<file path="config.mk">
export PLATFORM = sky130hd
export DESIGN_NAME = cpu_idecode
export DESIGN_NICKNAME = d
export VERILOG_FILES = /design/src/rtl/cpu_pkg.sv /design/src/rtl/cpu_regfile.sv /design/src/rtl/cpu_idecode.sv
export SDC_FILE = /design/constraint.sdc
export NUM_CORES = 1
export LEC_CHECK = 0
export CAP_MARGIN = 5
export CELL_PAD_IN_SITES_DETAIL_PLACEMENT = 2
export CELL_PAD_IN_SITES_GLOBAL_PLACEMENT = 2
export CORE_ASPECT_RATIO = 0.6
export CORE_MARGIN = 5
export CORE_UTILIZATION = 42
export CTS_CLUSTER_SIZE = 14
export DETAILED_ROUTE_END_ITERATION = 8
export PLACE_DENSITY_LB_ADDON = 0.12
export SLEW_MARGIN = 20
export SYNTH_ARGS = -nofsm -noshare
export SYNTH_HDL_FRONTEND = slang
export SYNTH_SLANG_ARGS = --single-unit
</file>
<file path="constraint.sdc">
create_clock -name clk -period 8.55 [get_ports clk]
set_clock_uncertainty 0.2 [all_clocks]
set_input_delay 1.2825 -clock clk [delete_from_list [all_inputs] [get_ports clk]]
set_output_delay 1.2825 -clock clk [all_outputs]
set_load 0.005 [all_outputs]
</file>
<file path="src/rtl/cpu_pkg.sv">
// Shared RV32I decode types: op classes, immediate formats and base opcodes.
package cpu_pkg;

  typedef enum logic [3:0] {
    OP_ALU_R   = 4'h0,
    OP_ALU_I   = 4'h1,
    OP_LOAD    = 4'h2,
    OP_STORE   = 4'h3,
    OP_BRANCH  = 4'h4,
    OP_JAL     = 4'h5,
    OP_JALR    = 4'h6,
    OP_LUI     = 4'h7,
    OP_AUIPC   = 4'h8,
    OP_SYSTEM  = 4'h9,
    OP_ILLEGAL = 4'hF
  } op_class_e;

  typedef enum logic [2:0] {
    IMM_I,
    IMM_S,
    IMM_B,
    IMM_U,
    IMM_J,
    IMM_NONE
  } imm_type_e;

  localparam logic [6:0] OPC_OP     = 7'b0110011;
  localparam logic [6:0] OPC_OP_IMM = 7'b0010011;
  localparam logic [6:0] OPC_LOAD   = 7'b0000011;
  localparam logic [6:0] OPC_STORE  = 7'b0100011;
  localparam logic [6:0] OPC_BRANCH = 7'b1100011;
  localparam logic [6:0] OPC_JAL    = 7'b1101111;
  localparam logic [6:0] OPC_JALR   = 7'b1100111;
  localparam logic [6:0] OPC_LUI    = 7'b0110111;
  localparam logic [6:0] OPC_AUIPC  = 7'b0010111;
  localparam logic [6:0] OPC_SYSTEM = 7'b1110011;

  function automatic op_class_e classify(input logic [6:0] opc);
    case (opc)
      OPC_OP:     classify = OP_ALU_R;
      OPC_OP_IMM: classify = OP_ALU_I;
      OPC_LOAD:   classify = OP_LOAD;
      OPC_STORE:  classify = OP_STORE;
      OPC_BRANCH: classify = OP_BRANCH;
      OPC_JAL:    classify = OP_JAL;
      OPC_JALR:   classify = OP_JALR;
      OPC_LUI:    classify = OP_LUI;
      OPC_AUIPC:  classify = OP_AUIPC;
      OPC_SYSTEM: classify = OP_SYSTEM;
      default:    classify = OP_ILLEGAL;
    endcase
  endfunction

endpackage

</file>
<file path="src/rtl/cpu_regfile.sv">
// 32x32 register file: two async read ports, one sync write port, x0 hardwired.
// Define CPU_IDECODE_WB_BYPASS_EN to make same-cycle writes visible on the read ports.
module cpu_regfile
  import cpu_pkg::*;
#(
  parameter int XLEN = 32
) (
  input  logic            clk,
  input  logic [4:0]      i_ra1,
  input  logic [4:0]      i_ra2,
  output logic [XLEN-1:0] o_rd1,
  output logic [XLEN-1:0] o_rd2,
  input  logic            i_we,
  input  logic [4:0]      i_wa,
  input  logic [XLEN-1:0] i_wd
);

  logic [XLEN-1:0] r_mem [32];
  logic            w_wr;

  assign w_wr = i_we && (i_wa != 5'd0);

  // Contents intentionally not reset; x0 is masked on the read side.
  always_ff @(posedge clk) begin
    if (w_wr) r_mem[i_wa] <= i_wd;
  end

  always_comb begin
    o_rd1 = (i_ra1 == 5'd0) ? '0 : r_mem[i_ra1];
    o_rd2 = (i_ra2 == 5'd0) ? '0 : r_mem[i_ra2];
`ifdef CPU_IDECODE_WB_BYPASS_EN
    if (w_wr && (i_wa == i_ra1)) o_rd1 = i_wd;
    if (w_wr && (i_wa == i_ra2)) o_rd2 = i_wd;
`endif
  end

endmodule

</file>
<file path="src/rtl/cpu_idecode.sv">
// RV32I decode stage: classify, build immediate, read operands, register for execute.
// Optional macro CPU_IDECODE_WB_BYPASS_EN: writeback bypass instead of a retry stall.
module cpu_idecode
  import cpu_pkg::*;
#(
  parameter int              XLEN     = 32,
  parameter logic [XLEN-1:0] RESET_PC = '0
) (
  input  logic            clk,
  input  logic            rst,
  input  logic            d_inp_rdy,
  input  logic            f_valid,
  input  logic [31:0]     f_instr,
  input  logic [XLEN-1:0] f_pc,
  input  logic            e_j_flag,
  input  logic            w_en,
  input  logic [4:0]      w_rd,
  input  logic [XLEN-1:0] w_data,
  output logic            d_stall,
  output logic            d_valid,
  output logic [XLEN-1:0] d_pc,
  output logic [3:0]      d_op,
  output logic [2:0]      d_funct3,
  output logic            d_funct7b5,
  output logic [4:0]      d_rd,
  output logic [4:0]      d_rs1,
  output logic [4:0]      d_rs2,
  output logic [XLEN-1:0] d_rs1_val,
  output logic [XLEN-1:0] d_rs2_val,
  output logic [XLEN-1:0] d_imm,
  output logic            d_illegal
);

  op_class_e       w_op;
  imm_type_e       w_imm_type;
  logic [31:0]     w_imm;
  logic [4:0]      w_rd_f, w_rs1, w_rs2;
  logic            w_uses_rs1, w_uses_rs2;
  logic            w_slot_v, w_haz_ld, w_haz_wb, w_issue;
  logic [XLEN-1:0] w_rs1_val, w_rs2_val;
  logic            r_flush_q, r_ld_q;
  logic [4:0]      r_ld_rd;

  assign w_rs1 = f_instr[19:15];
  assign w_rs2 = f_instr[24:20];

  always_comb begin
    w_op       = classify(f_instr[6:0]);
    w_imm_type = IMM_NONE;
    w_uses_rs1 = 1'b1;
    w_uses_rs2 = 1'b0;
    w_rd_f     = f_instr[11:7];
    case (w_op)
      OP_ALU_R:  w_uses_rs2 = 1'b1;
      OP_ALU_I, OP_LOAD, OP_JALR, OP_SYSTEM: w_imm_type = IMM_I;
      OP_STORE:  begin w_imm_type = IMM_S; w_uses_rs2 = 1'b1; w_rd_f = 5'd0; end
      OP_BRANCH: begin w_imm_type = IMM_B; w_uses_rs2 = 1'b1; w_rd_f = 5'd0; end
      OP_JAL:    begin w_imm_type = IMM_J; w_uses_rs1 = 1'b0; end
      OP_LUI, OP_AUIPC: begin w_imm_type = IMM_U; w_uses_rs1 = 1'b0; end
      default:   w_imm_type = IMM_NONE;
    endcase
  end

  always_comb begin
    case (w_imm_type)
      IMM_I:   w_imm = {{20{f_instr[31]}}, f_instr[31:20]};
      IMM_S:   w_imm = {{20{f_instr[31]}}, f_instr[31:25], f_instr[11:7]};
      IMM_B:   w_imm = {{19{f_instr[31]}}, f_instr[31], f_instr[7], f_instr[30:25],
                        f_instr[11:8], 1'b0};
      IMM_U:   w_imm = {f_instr[31:12], 12'b0};
      IMM_J:   w_imm = {{11{f_instr[31]}}, f_instr[31], f_instr[19:12], f_instr[20],
                        f_instr[30:21], 1'b0};
      default: w_imm = '0;
    endcase
  end

  // The cycle after a redirect fetch still presents a wrong-path slot.
  assign w_slot_v = f_valid & ~e_j_flag & ~r_flush_q;
  assign w_haz_ld = r_ld_q & ((w_uses_rs1 & (w_rs1 == r_ld_rd)) |
                              (w_uses_rs2 & (w_rs2 == r_ld_rd)));
`ifdef CPU_IDECODE_WB_BYPASS_EN
  assign w_haz_wb = 1'b0;
`else
  assign w_haz_wb = w_en & (w_rd != 5'd0) & ((w_uses_rs1 & (w_rs1 == w_rd)) |
                                             (w_uses_rs2 & (w_rs2 == w_rd)));
`endif
  assign d_stall = w_slot_v & (w_haz_ld | w_haz_wb);
  assign w_issue = w_slot_v & ~d_stall;

  cpu_regfile #(.XLEN(XLEN)) u_regfile (
    .clk   (clk),
    .i_ra1 (w_rs1),
    .i_ra2 (w_rs2),
    .o_rd1 (w_rs1_val),
    .o_rd2 (w_rs2_val),
    .i_we  (w_en),
    .i_wa  (w_rd),
    .i_wd  (w_data)
  );

  // Decode -> execute register
  always_ff @(posedge clk or posedge rst) begin
    if (rst) begin
      d_valid    <= 1'b0;
      d_pc       <= RESET_PC;
      d_op       <= '0;
      d_funct3   <= '0;
      d_funct7b5 <= 1'b0;
      d_rd       <= '0;
      d_rs1      <= '0;
      d_rs2      <= '0;
      d_rs1_val  <= '0;
      d_rs2_val  <= '0;
      d_imm      <= '0;
      d_illegal  <= 1'b0;
      r_flush_q  <= 1'b0;
      r_ld_q     <= 1'b0;
      r_ld_rd    <= '0;
    end else if (d_inp_rdy) begin
      d_valid    <= w_issue;
      d_pc       <= f_pc;
      d_op       <= w_op;
      d_funct3   <= f_instr[14:12];
      d_funct7b5 <= f_instr[30];
      d_rd       <= w_rd_f;
      d_rs1      <= w_rs1;
      d_rs2      <= w_rs2;
      d_rs1_val  <= w_rs1_val;
      d_rs2_val  <= w_rs2_val;
      d_imm      <= w_imm;
      d_illegal  <= w_issue & (w_op == OP_ILLEGAL);
      r_flush_q  <= e_j_flag;
      r_ld_q     <= w_issue & (w_op == OP_LOAD) & (w_rd_f != 5'd0);
      r_ld_rd    <= w_rd_f;
    end
  end

endmodule

</file>
Word-level counts from Yosys, hierarchy flattened

Memories as Yosys holds them, arrays and structs flattened.
Cells that the tools add are included.

Flip-flop bits (word level): 155
Bits in writable memories: 1024
Output and inout port bits: 154
Word-level logic and storage cells: 85
Memories: 1

Equal/unequal tests: 28
Multiplexer cells: 10
Bitwise gates (word level): 20
Reductions and logical operators: 12

Memories:

| name            | depth | bits a word | read ports | clocked after Yosys merged registers in | write ports | line              | text |
|---|---|---|---|---|---|---|---|
| u_regfile.r_mem | 32    | 32          | 2          | 0                                       | 1           | cpu_regfile.sv:18 | `logic [XLEN-1:0] r_mem [32];` |

Operators with widths:

| operator           | count |
|---|---|
| $pmux 32 s5        | 1 |
| $mux 32            | 2 |
| $pmux 4 s10        | 1 |
| $eq 7x7->1 const B | 4 |
| $eq 7x6->1 const B | 3 |
| $eq 5x5->1         | 4 |
| $eq 4x3->1 const B | 4 |
| $pmux 3 s5         | 1 |
| $and 1x1->1        | 14 |
| $eq 7x5->1 const B | 2 |
| $eq 4x4->1 const B | 3 |
| $logic_not 5->1    | 2 |
| $reduce_bool 5->1  | 2 |
| $eq 4x2->1 const B | 2 |
| $eq 7x2->1 const B | 1 |
| $eq 3x2->1 const B | 2 |
| $reduce_or 3->1    | 2 |
| $mux 5             | 1 |
| $eq 4x1->1 const B | 1 |
| $logic_not 4->1    | 1 |
| $mux 1             | 4 |
| $reduce_or 2->1    | 2 |
| $reduce_or 4->1    | 1 |
| $eq 3x1->1 const B | 1 |
| other kinds (5)    | 9 |

Logic depth before layout (Yosys ltp)

Gate-level depths: netlist of run 1.

Depth in word-level cells: 14
Gate-level depth with buffers: 10
Depth with buffers taken out: 6

By module

From an unflattened synthesis of run 1, not the netlist that was laid out.

Cells, all modules: 3074
Area, all modules: 54494.8 sq um

By module, submodules not included:

| module      | times used | cells each | area each (sq um) |
|---|---|---|---|
| cpu_regfile | 1          | 2564       | 47904.7 |
| cpu_idecode | 1          | 510        | 6590.1 |

Worst setup path before layout of run 1

No wires, ideal clock.

Kind: input port to output port
Start point: input port f_instr[4]
End point: output port d_stall
Arrival time: 2.954 ns
Required time: 7.068 ns
Setup slack: 4.113 ns
Cell stages on the path: 7
Buffers on the path: 2
Cell sequence: buf_4 > nor3b_1 > o2111a_1 > buf_6 > or4_1 > o41a_1 > a31oi_1

Cells in the longest elaborated chain, start to end: 10

Ends and longest elaborated chain:

| element                               | line                                 | text |
|---|---|---|
| from (decl)                           | cpu_idecode.sv:13                    | `input logic [31:0] f_instr,` |
| $eq 7x7->1 (tied with other cells)    | cpu_pkg.sv:39                        | `case (opc)` |
| $pmux 4 s10 (*)                       | cpu_pkg.sv:39                        |  |
| $eq 4x3->1 (tied with other cells)    | cpu_idecode.sv:53                    | `case (w_op)` |
| $reduce_or 3->1 (no line)             | --                                   |  |
| $mux 1                                | cpu_idecode.sv:53                    |  |
| $and 1x1->1, on equally long branches | --                                   |  |
| $or 1x1->1, on equally long branches  | cpu_idecode.sv:79, cpu_idecode.sv:84 |  |
| $and 1x1->1, on equally long branches | cpu_idecode.sv:79, cpu_idecode.sv:84 |  |
| $or 1x1->1 (*)                        | cpu_idecode.sv:87                    | `assign d_stall = w_slot_v & (w_haz_ld \| w_haz_wb);` |
| $and 1x1->1 (*)                       | cpu_idecode.sv:87                    |  |
| to (decl)                             | cpu_idecode.sv:19                    | `output logic d_stall,` |

Every way passes the cells marked *; elsewhere a longest branch is shown, timed or not.

Final worst setup path of run 1

Ends and elaborated chain as after synthesis.

==> results of run 1 <==
[routing by layer]
metal  track usage, %  vias up  wire (um)
met5                0        -         18
li1                 -    12860          -
met4            6.752        2       4684
met3            5.942      305      16540
met1            40.76    18620      81360
met2            45.60     1649      92660
[worst reg2reg max path, delay by kind of cell, from the launching register on]
kind / cells / cell delay [ns]
AOI/OAI and AO/OA: 4 / 1.01
DFF: 1 / 0.39
muxes: 1 / 0.49
[worst paths after layout]
path / endpoint / slack [ns] / startpoint
setup / recovery: d_stall / 2.58 / f_instr[4]
hold / removal: d_imm[10] / 0.30 / d_imm[10]
setup reg to reg: d_rs1_val[29] / 6.33 / u_regfile.r_mem[31][29]
hold reg to reg: d_imm[10] / 0.30 / d_imm[10]
max in group asynchronous: d_rs2_val[23] / 5.89 / rst
min in group asynchronous: d_rs1_val[31] / 0.89 / rst
[layout make-up]
| cell class | instances | share of cell area, % |
|---|---|---|
| Clock inverter | 73 | 1.165 |
| Multi-Input combinational cell | 1527 | 28.96 |
| Inverter | 20 | 0.1378 |
| Clock buffer | 143 | 5.028 |
| Antenna cell | 2 | 0.008103 |
| Tap cell | 1699 | 3.442 |
| Timing Repair Buffer | 340 | 5.190 |
| Sequential cell | 1179 | 56.07 |
[metrics by stage]
step           util (%)  power, W
3_5_place_dp      45.94  0.007906
3_3_place_gp      45.93  0.007852
6_report          48.92   0.01310
2_1_floorplan         -  0.007258
4_1_cts           48.97   0.01320
5_1_grt           48.92   0.01353
[power groups by stage]
stage	clock network, W	logic [W]	registers, W
3_5_place_dp	0	0.00128	0.00663
6_report	0.00531	0.00128	0.00651
3_3_place_gp	0	0.00124	0.00661
2_1_floorplan	0	0.000672	0.00659
4_1_cts	0.00540	0.00129	0.00651
5_1_grt	0.00567	0.00134	0.00652
[state kept, by name (all words and copies together), names as in the netlist, 3 cells and up]
name / count
d_op: 4
d_rs2: 5
d_pc: 32
d_rs1_val: 32
d_imm: 32
d_rs2_val: 32
d_rs1: 5
u_regfile.r_mem: 1024
r_ld_rd: 5
d_funct3: 3
[cell usage after synthesis (3+ instances only)]
cell,n
a2111oi_0,9
a211oi_1,37
a21oi_1,108
a221oi_1,45
a22o_1,44
a22oi_1,102
a31oi_1,12
and2_1,3
buf_1,31
buf_2,60
buf_4,17
clkbuf_1,131
dfrtp_1,155
edfxtp_1,1024
inv_1,19
mux2_2,92
mux2i_1,172
mux4_2,427
nand2_1,117
nand2b_1,7
nand3_1,44
nand4_1,6
nor2_1,60
nor2b_1,20
nor3_1,4
o21ai_0,19
o21bai_1,3
o221ai_1,37
o22a_1,24
o22ai_1,32
o2bb2ai_1,17
or3_1,3
or4_1,5
xnor2_1,13
xor2_1,8
[logic make-up (layout without fill, tap and decap cells)]
| logic type | after synthesis | count (layout) |
|---|---|---|
| compound gates | 502 | 502 |
| xor+xnor | 21 | 21 |
| buf+inv | 260 | 576 |
| flops | 1179 | 1179 |
| mux | 691 | 691 |
| other cells | 1 | 34 |
| simple gates | 281 | 281 |
==> run metrics, run 1 <==
slowest stage cell on the critical path clkdlybuf4s50_1; delay-heaviest family, CP buffers and inverters; CTS tree yes; CP Buf/Inv Count 2; drt drc 0; post-synthesis adder-cell area fraction 0%; global route overflow 0; maxcap violations 0; CP required 7.07 ns; top cells by area, synth edfxtp_1 (58%), mux4_2 (18%), dfrtp_1 (7.3%), mux2i_1 (3.2%), mux2_2 (1.9%); post-CTS setup repair buffer count 0; DIE WIDTH 469.6 um; GP Congestion 0.7829; DPL Wire Length 105.0 mm; area share of the largest cell type after synthesis 57.76%; CP Cell Sequence clkdlybuf4s50_1 > and4b_1 > o2111a_1 > or4_1 > o41a_1 > a31oi_1 > clkdlybuf4s50_1; Row Count 101; Starting Density 42.17%; layout cells sized above 1 25.62%; EDFF count, synth 1024; Crit Path Class primary input to primary output; Die ar. 0.1342 mm2; multiplexer share of the synthesized area 23.25%; hold_ws 0.2975 ns; All-Layer GR Usage 28.60%; Pwr per Cell Area 212.0 mW/mm2; Final Hold Viols 0; Crit path largest cell delay 0.82 ns; Gate Count Post-Synth 2935; initial antenna violation count 3; P&R area growth vs syn 16.03%; root buffer cell clkbuf_16; commonest non-fill, non-tap cells in the layout edfxtp_1 (1024), mux4_2 (427), clkdlybuf4s50_1 (236); peak supply drop 162.7 uV; Synth warnings 0; clock slew at reported path FFs 0.06 ns; Layout fillers 11180; placed cell area 0.05800 mm2; CTS Buf Count 115; CP Launch Type primary input; core area 0.1262 mm2; Yosys reg bits 1179; CP Capture Type primary output; Compound-Gate Fraction of Synth Area 6.828%; Multi-input gate area 0.01789 mm2; Worst-Skew Late Latency 0.73 ns; post-synth top area cell edfxtp_1; largest family of logic cells by synthesized area multiplexers; Final min period 5.971 ns; period utilisation layout 69.84%; I/O pins 261; Rel. slew slack 21.07%; number of clock sinks 1179; net switching power figure 0.003124 W; Register Area 0.03463 mm2; Post-Layout Inst Area 0.06176 mm2; setup ws final 2.579 ns; CTS resizes 0; most frequently used flop master after synthesis edfxtp_1; syn avg cell area 18.14 um2; commonest non-fill, non-tap cell in the layout edfxtp_1; fmax 167.5 MHz; vias in the first global route 35380; LEAKAGE 20.35 nW; cell mode on critical path clkdlybuf4s50_1; final std cells w/o fill 4983; # setup viols final 0; Hold Path Class register to register; switching part of the total 23.86%; first-pass GRT wire length 275.1 mm; Cell Area, Synth 0.05323 mm2; hold buffers post-CTS 0; critical path depth 7; I/O Buffers 260; nets@finish 3290; pre-CTS setup slack 2.636 ns; drt pass-1 iters 5; ys async rst share 13.15%; Detailed Route WL 195.3 mm; Slew @ Worst Pin 1.184 ns; Reg2Reg Depth 5; Internal Power 0.009972 W; number of DRC markers in iteration 0 3847; crit-path max FO 18; post-synthesis sequential area ratio 65.05%; Crit path arrival time 4.49 ns; antenna-violating nets left 0; H-tree levels 3; maximum buffer depth of the clock tree 3; total number of vias 33440; Die Ht 285.8 um; largest net degree at the start of global routing 105; Combinational Power Share 9.8%; Clk pwr share 40.5%; placed instance count 4765; cell depth of the worst hold path 1; via density per instance 6.711; RSZ-0062 raised after global routing no; Synth cell types 57; status finished, final reports clean; Simple-Gate Fraction of Synth Area 2.414%; setup TNS 0 ns; Post-Synth XOR/XNOR Area 0.3455%; Seq pwr share 49.7%; final slew viol count 0; WL/cell 39.19 um
No activity file was read; power rests on OpenSTA's default activity.
==> inputs of run 2 (changes only) <==
Clock period 8.55 ns to 6.18 ns, I/O delays scaled along.
==> run 2 against run 1 <==
Compared with the run above: wire length up 0.69%; clock power increased by 39%; cell count up 0.62%; critical path depth is the same; sequential share of layout area fell by 0.30 points; final area up 0.54%; global-route usage increased by 0.17 points; hold slack worse by 0.0091 ns; total power up 39%; largest power group unchanged.
==> run metrics, run 2 (synthesis results as in run 1) <==
post-CTS setup repair buffer count 0 (unchanged); layout cells sized above 1 26.74% (+1.1 points); Largest Register u_regfile.r_mem; Rel. slew slack 22.66% (+1.6 points); drt pass-1 iters 5 (unchanged); Largest register FFs 1024 (unchanged); maxcap violations 0 (unchanged); Crit Path Class primary input to primary output; cell depth of the worst hold path 1 (unchanged); RSZ-0062 raised after global routing no; Multi-input gate area 0.01789 mm2 (about the same); P&R area growth vs syn 16.65%; H-tree levels 3 (unchanged); CTS tree yes; via density per instance 6.689 (-0.33%); status finished, final reports clean; Layout fillers 11130 (-0.50%); WL/cell 39.21 um (about the same); commonest non-fill, non-tap cells in the layout edfxtp_1 (1024), mux4_2 (427), clkdlybuf4s50_1 (226); Starting Density 42.17% (unchanged); Final Hold Viols 0 (unchanged); Slew @ Worst Pin 1.159 ns (-0.02490 ns); I/O Buffers 260 (unchanged); number of DRC markers in iteration 0 4057 (+5.5%); Register Area 0.03463 mm2 (unchanged); placed instance count 4792 (+0.57%); Crit path arrival time 4.24 ns (-0.25 ns); number of clock sinks 1179 (unchanged); Die Ht 285.8 um (unchanged); clock slew at reported path FFs 0.06 ns (about the same); GP Congestion 0.7857 (+0.36%); Pwr Total 0.01819 W (+39%); total number of vias 33540 (+0.29%); Hold Path Class register to register; CTS Buf Count 117 (+1.7%); root buffer cell clkbuf_16; initial antenna violation count 5 (+2); DIE WIDTH 469.6 um (unchanged); setup TNS 0 ns (unchanged); setup ws final 0.8108 ns (-1.768 ns); LEAKAGE 20.57 nW (+1.1%); final std cells w/o fill 5014 (+0.62%); drt drc 0 (unchanged); Worst-Skew Late Latency 0.75 ns (+0.02 ns); CP required 5.05 ns (-2.02 ns); maximum buffer depth of the clock tree 3 (unchanged); antenna-violating nets left 0 (unchanged); peak supply drop 275.3 uV (+69%); final slew viol count 0 (unchanged); period utilisation layout 86.88%; largest net degree at the start of global routing 103 (-1.9%); DPL Wire Length 114.7 mm (+9.2%); nets@finish 3319 (+0.88%); CP Capture Type primary output; Final min period 5.369 ns; CTS resizes 0 (unchanged); fmax 186.2 MHz; first-pass GRT wire length 277.1 mm (+0.72%); Detailed Route WL 196.6 mm (+0.69%); Pwr per Cell Area 292.9 mW/mm2 (+38%); core area 0.1262 mm2 (unchanged); hold buffers post-CTS 0 (unchanged); vias in the first global route 35830 (+1.3%); crit-path max FO 18 (unchanged); Reg2Reg Depth 5 (unchanged); All-Layer GR Usage 28.77% (+0.17 points); commonest non-fill, non-tap cell in the layout edfxtp_1; CP Launch Type primary input; I/O pins 261 (unchanged); pre-CTS setup slack 0.8223 ns (-1.813 ns); Die ar. 0.1342 mm2 (unchanged); global route overflow 0 (unchanged); Row Count 101 (unchanged); # setup viols final 0 (unchanged)
-- run 2: changes by cell type in the layout (fill, tap and decap cells not counted), sizes merged --
cell           delta
buf              +37
bufinv            -8
clkbuf           +36
clkdlybuf4s50    -10
clkinv           -22
clkinvlp          -2
diode             -1
inv               +1
-- run 2: layout make-up --
type                            instances  area share [%]
Sequential cell                      1179           55.76
Multi-Input combinational cell       1527           28.81
Clock buffer                          179           5.630
Timing Repair Buffer                  367           5.573
Tap cell                             1699           3.423
Clock inverter                         42          0.6548
Inverter                               20          0.1370
Antenna cell                            1        0.004030
-- run 2: path summary, 6_finish.rpt --
path                                 end                    start  slack, ns
min in group asynchronous       d_imm[5]                      rst       0.53
max in group asynchronous   d_rs1_val[5]                      rst       4.10
max reg2reg                d_rs1_val[18]  u_regfile.r_mem[30][18]       3.73
max                              d_stall               f_instr[4]       0.81
min reg2reg                     d_imm[8]                 d_imm[8]       0.29
min                             d_imm[8]                 d_imm[8]       0.29
-- run 2: critical path, cell delays in order --
cell and delay [ns]:
clkdlybuf4s50_1 0.84, and4b_1 0.27, o2111a_1 0.46, or4_1 0.61, o41a_1 0.37, a31oi_1 0.20, clkdlybuf4s50_1 0.55
-- run 2: per-stage QoR --
| stage | hold WS [ns] | area, um2 | utilization (%) |
|---|---|---|---|
| 5_1_grt | 0.3032 | 62090 | 49.19 |
| 2_1_floorplan | 0.2757 | 53350 | - |
| 6_report | 0.2883 | 62100 | 49.19 |
| 3_3_place_gp | 0.2734 | 58250 | 46.14 |
| 4_1_cts | 0.2938 | 62210 | 49.28 |
| 3_5_place_dp | 0.2770 | 58310 | 46.19 |
-- run 2: report_power, final --
part	leakage (nW)	internal, W	switching [W]	total [W]
Sequential	11.2	0.00886	0.000135	0.00900
Clock	1.92	0.00418	0.00321	0.00739
Combinational	7.48	0.000775	0.00103	0.00180
-- run 2: routing by layer --
layer / wire length [um] / GRT usage [%] / share of wire, % / up-vias
met1: 83560 / 42.02 / 43 / 18570
met3: 16340 / 4.948 / 8.3 / 324
met5: 31 / 0 / 0.016 / -
met4: 4885 / 7.339 / 2.5 / 4
met2: 91800 / 45.22 / 47 / 1721
li1: - / - / - / 12920
==> inputs of run 3 (changes only) <==
Settings changed: CTS_CLUSTER_DIAMETER set to 100, CTS_CLUSTER_SIZE 14 to not set, SLEW_MARGIN 20 to 40.
==> run 3 against run 2 <==
Compared with the run above: critical path depth did not move; flip-flop and latch count did not move; final area hardly changed; fmax down 0.40%; via count decreased by 0.49%; total power is 0.85% lower; cell count hardly changed; worst setup slack got worse by 0.021 ns; sequential power about the same; sequential share of layout area barely moved.
==> run metrics, run 3 (synthesis results as in run 1) <==
status finished, final reports clean; Final min period 5.391 ns (+0.02133 ns); Largest register FFs 1024 (unchanged); LEAKAGE 20.60 nW (+0.14%); Slew @ Worst Pin 0.9216 ns (-0.2373 ns); CP required 5.05 ns (about the same); Crit Path Class primary input to primary output; maximum buffer depth of the clock tree 3 (unchanged); antenna-violating nets left 0 (unchanged); Die ar. 0.1342 mm2 (unchanged); fmax 185.5 MHz (-0.40%); nets@finish 3322 (+0.090%); number of DRC markers in iteration 0 3750 (-7.6%); drt drc 0 (unchanged); WL/cell 39.16 um (-0.12%); layout cells sized above 1 27.24% (+0.50 points); DIE WIDTH 469.6 um (unchanged); Layout fillers 11130 (+0.072%); RSZ-0062 raised after global routing no; Starting Density 42.17% (unchanged); Largest Register u_regfile.r_mem; period utilisation layout 87.23% (+0.35 points); first-pass GRT wire length 278.3 mm (+0.44%); P&R area growth vs syn 16.74% (about the same); Final Hold Viols 0 (unchanged); Rel. slew slack 38.41% (+16 points); Row Count 101 (unchanged); CP Launch Type primary input; Pwr per Cell Area 290.2 mW/mm2 (-0.92%); crit-path max FO 18 (unchanged); CTS Buf Count 113 (-3.4%); Crit path arrival time 4.26 ns (+0.02 ns); drt pass-1 iters 5 (unchanged); largest net degree at the start of global routing 89 (-14%); CTS tree yes; CP Capture Type primary output; setup ws final 0.7895 ns (-0.02133 ns); pre-CTS setup slack 0.8127 ns (-0.009566 ns); initial antenna violation count 5 (unchanged); Hold Path Class register to register; setup TNS 0 ns (unchanged); number of clock sinks 1179 (unchanged); Worst-Skew Late Latency 0.75 ns (about the same); peak supply drop 249.1 uV (-9.5%); global route overflow 0 (unchanged); hold buffers post-CTS 0 (unchanged); root buffer cell clkbuf_16; Detailed Route WL 196.5 mm (about the same); DPL Wire Length 116.1 mm (+1.2%); # setup viols final 0 (unchanged); CTS resizes 0 (unchanged); I/O pins 261 (unchanged); post-CTS setup repair buffer count 0 (unchanged); total number of vias 33370 (-0.49%); I/O Buffers 260 (unchanged); H-tree levels 3 (unchanged); GP Congestion 0.7857 (unchanged); via density per instance 6.652 (-0.55%); clock slew at reported path FFs 0.07 ns (about the same); final slew viol count 0 (unchanged); Die Ht 285.8 um (unchanged); commonest non-fill, non-tap cell in the layout edfxtp_1; core area 0.1262 mm2 (unchanged); commonest non-fill, non-tap cells in the layout edfxtp_1 (1024), mux4_2 (427), clkdlybuf4s50_1 (217); All-Layer GR Usage 28.93% (+0.16 points); vias in the first global route 35970 (+0.41%); maxcap violations 0 (unchanged)
-- run 3: area by class of cell --
class / instances / area, um2 / share of cell area (%)
antenna: 3 / 7.507 / 0.01208
clock buffer: 160 / 3238 / 5.211
clock inverter: 55 / 536.8 / 0.8638
inverter: 20 / 85.08 / 0.1369
multi-input combinational: 1527 / 17910 / 28.82
sequential: 1179 / 34630 / 55.73
tap: 1699 / 2126 / 3.421
timing repair buffer: 374 / 3611 / 5.811
-- run 3: worst paths after layout --
kind / slack [ns] / cells after the start / end / from
setup / recovery: 0.79 / 7 / d_stall / f_instr[4]
hold / removal: 0.29 / 1 / d_imm[5] / d_imm[5]
setup reg to reg: 3.60 / 5 / d_rs1_val[18] / u_regfile.r_mem[28][18]
hold reg to reg: 0.29 / 1 / d_imm[5] / d_imm[5]
max in group asynchronous: 4.13 / 3 / d_rs2_val[13] / rst
min in group asynchronous: 0.52 / 2 / d_rs2_val[27] / rst
-- run 3: metrics by stage --
step	hold slack, ns	area (um2)	utilization, %	total power, W	cells
after global placement	0.2734	58250	46.14	0.01089	4790
after detailed placement	0.2759	58350	46.22	0.01096	4797
final	0.2898	62140	49.22	0.01803	5017
after CTS	0.2943	62120	49.21	0.01815	5012
after global routing	0.3230	62140	49.22	0.01862	5015
after floorplan	0.2757	53350	-	0.01004	2966
-- run 3: power by group --
group	switching (W)	leakage [nW]	internal (W)
clock network	0.00320	1.86	0.00403
logic	0.00103	7.57	0.000781
registers	0.000136	11.2	0.00886
total	0.00437	20.6	0.0137
-- run 3: worst max-delay path, cell delays in order --
cell,delay (ns)
clkdlybuf4s50_1,0.82
and4b_1,0.28
o2111a_1,0.44
or4_1,0.62
o41a_1,0.37
a31oi_1,0.23
clkdlybuf4s50_1,0.56
-- run 3: layer usage --
metal  wire length (um)  share of wire (%)  GRT usage (%)
met3              15760                8.0          4.497
met5                 20              0.010              0
met2              91880                 47          45.32
met4               5447                2.8          8.019
met1              83380                 42          42.44
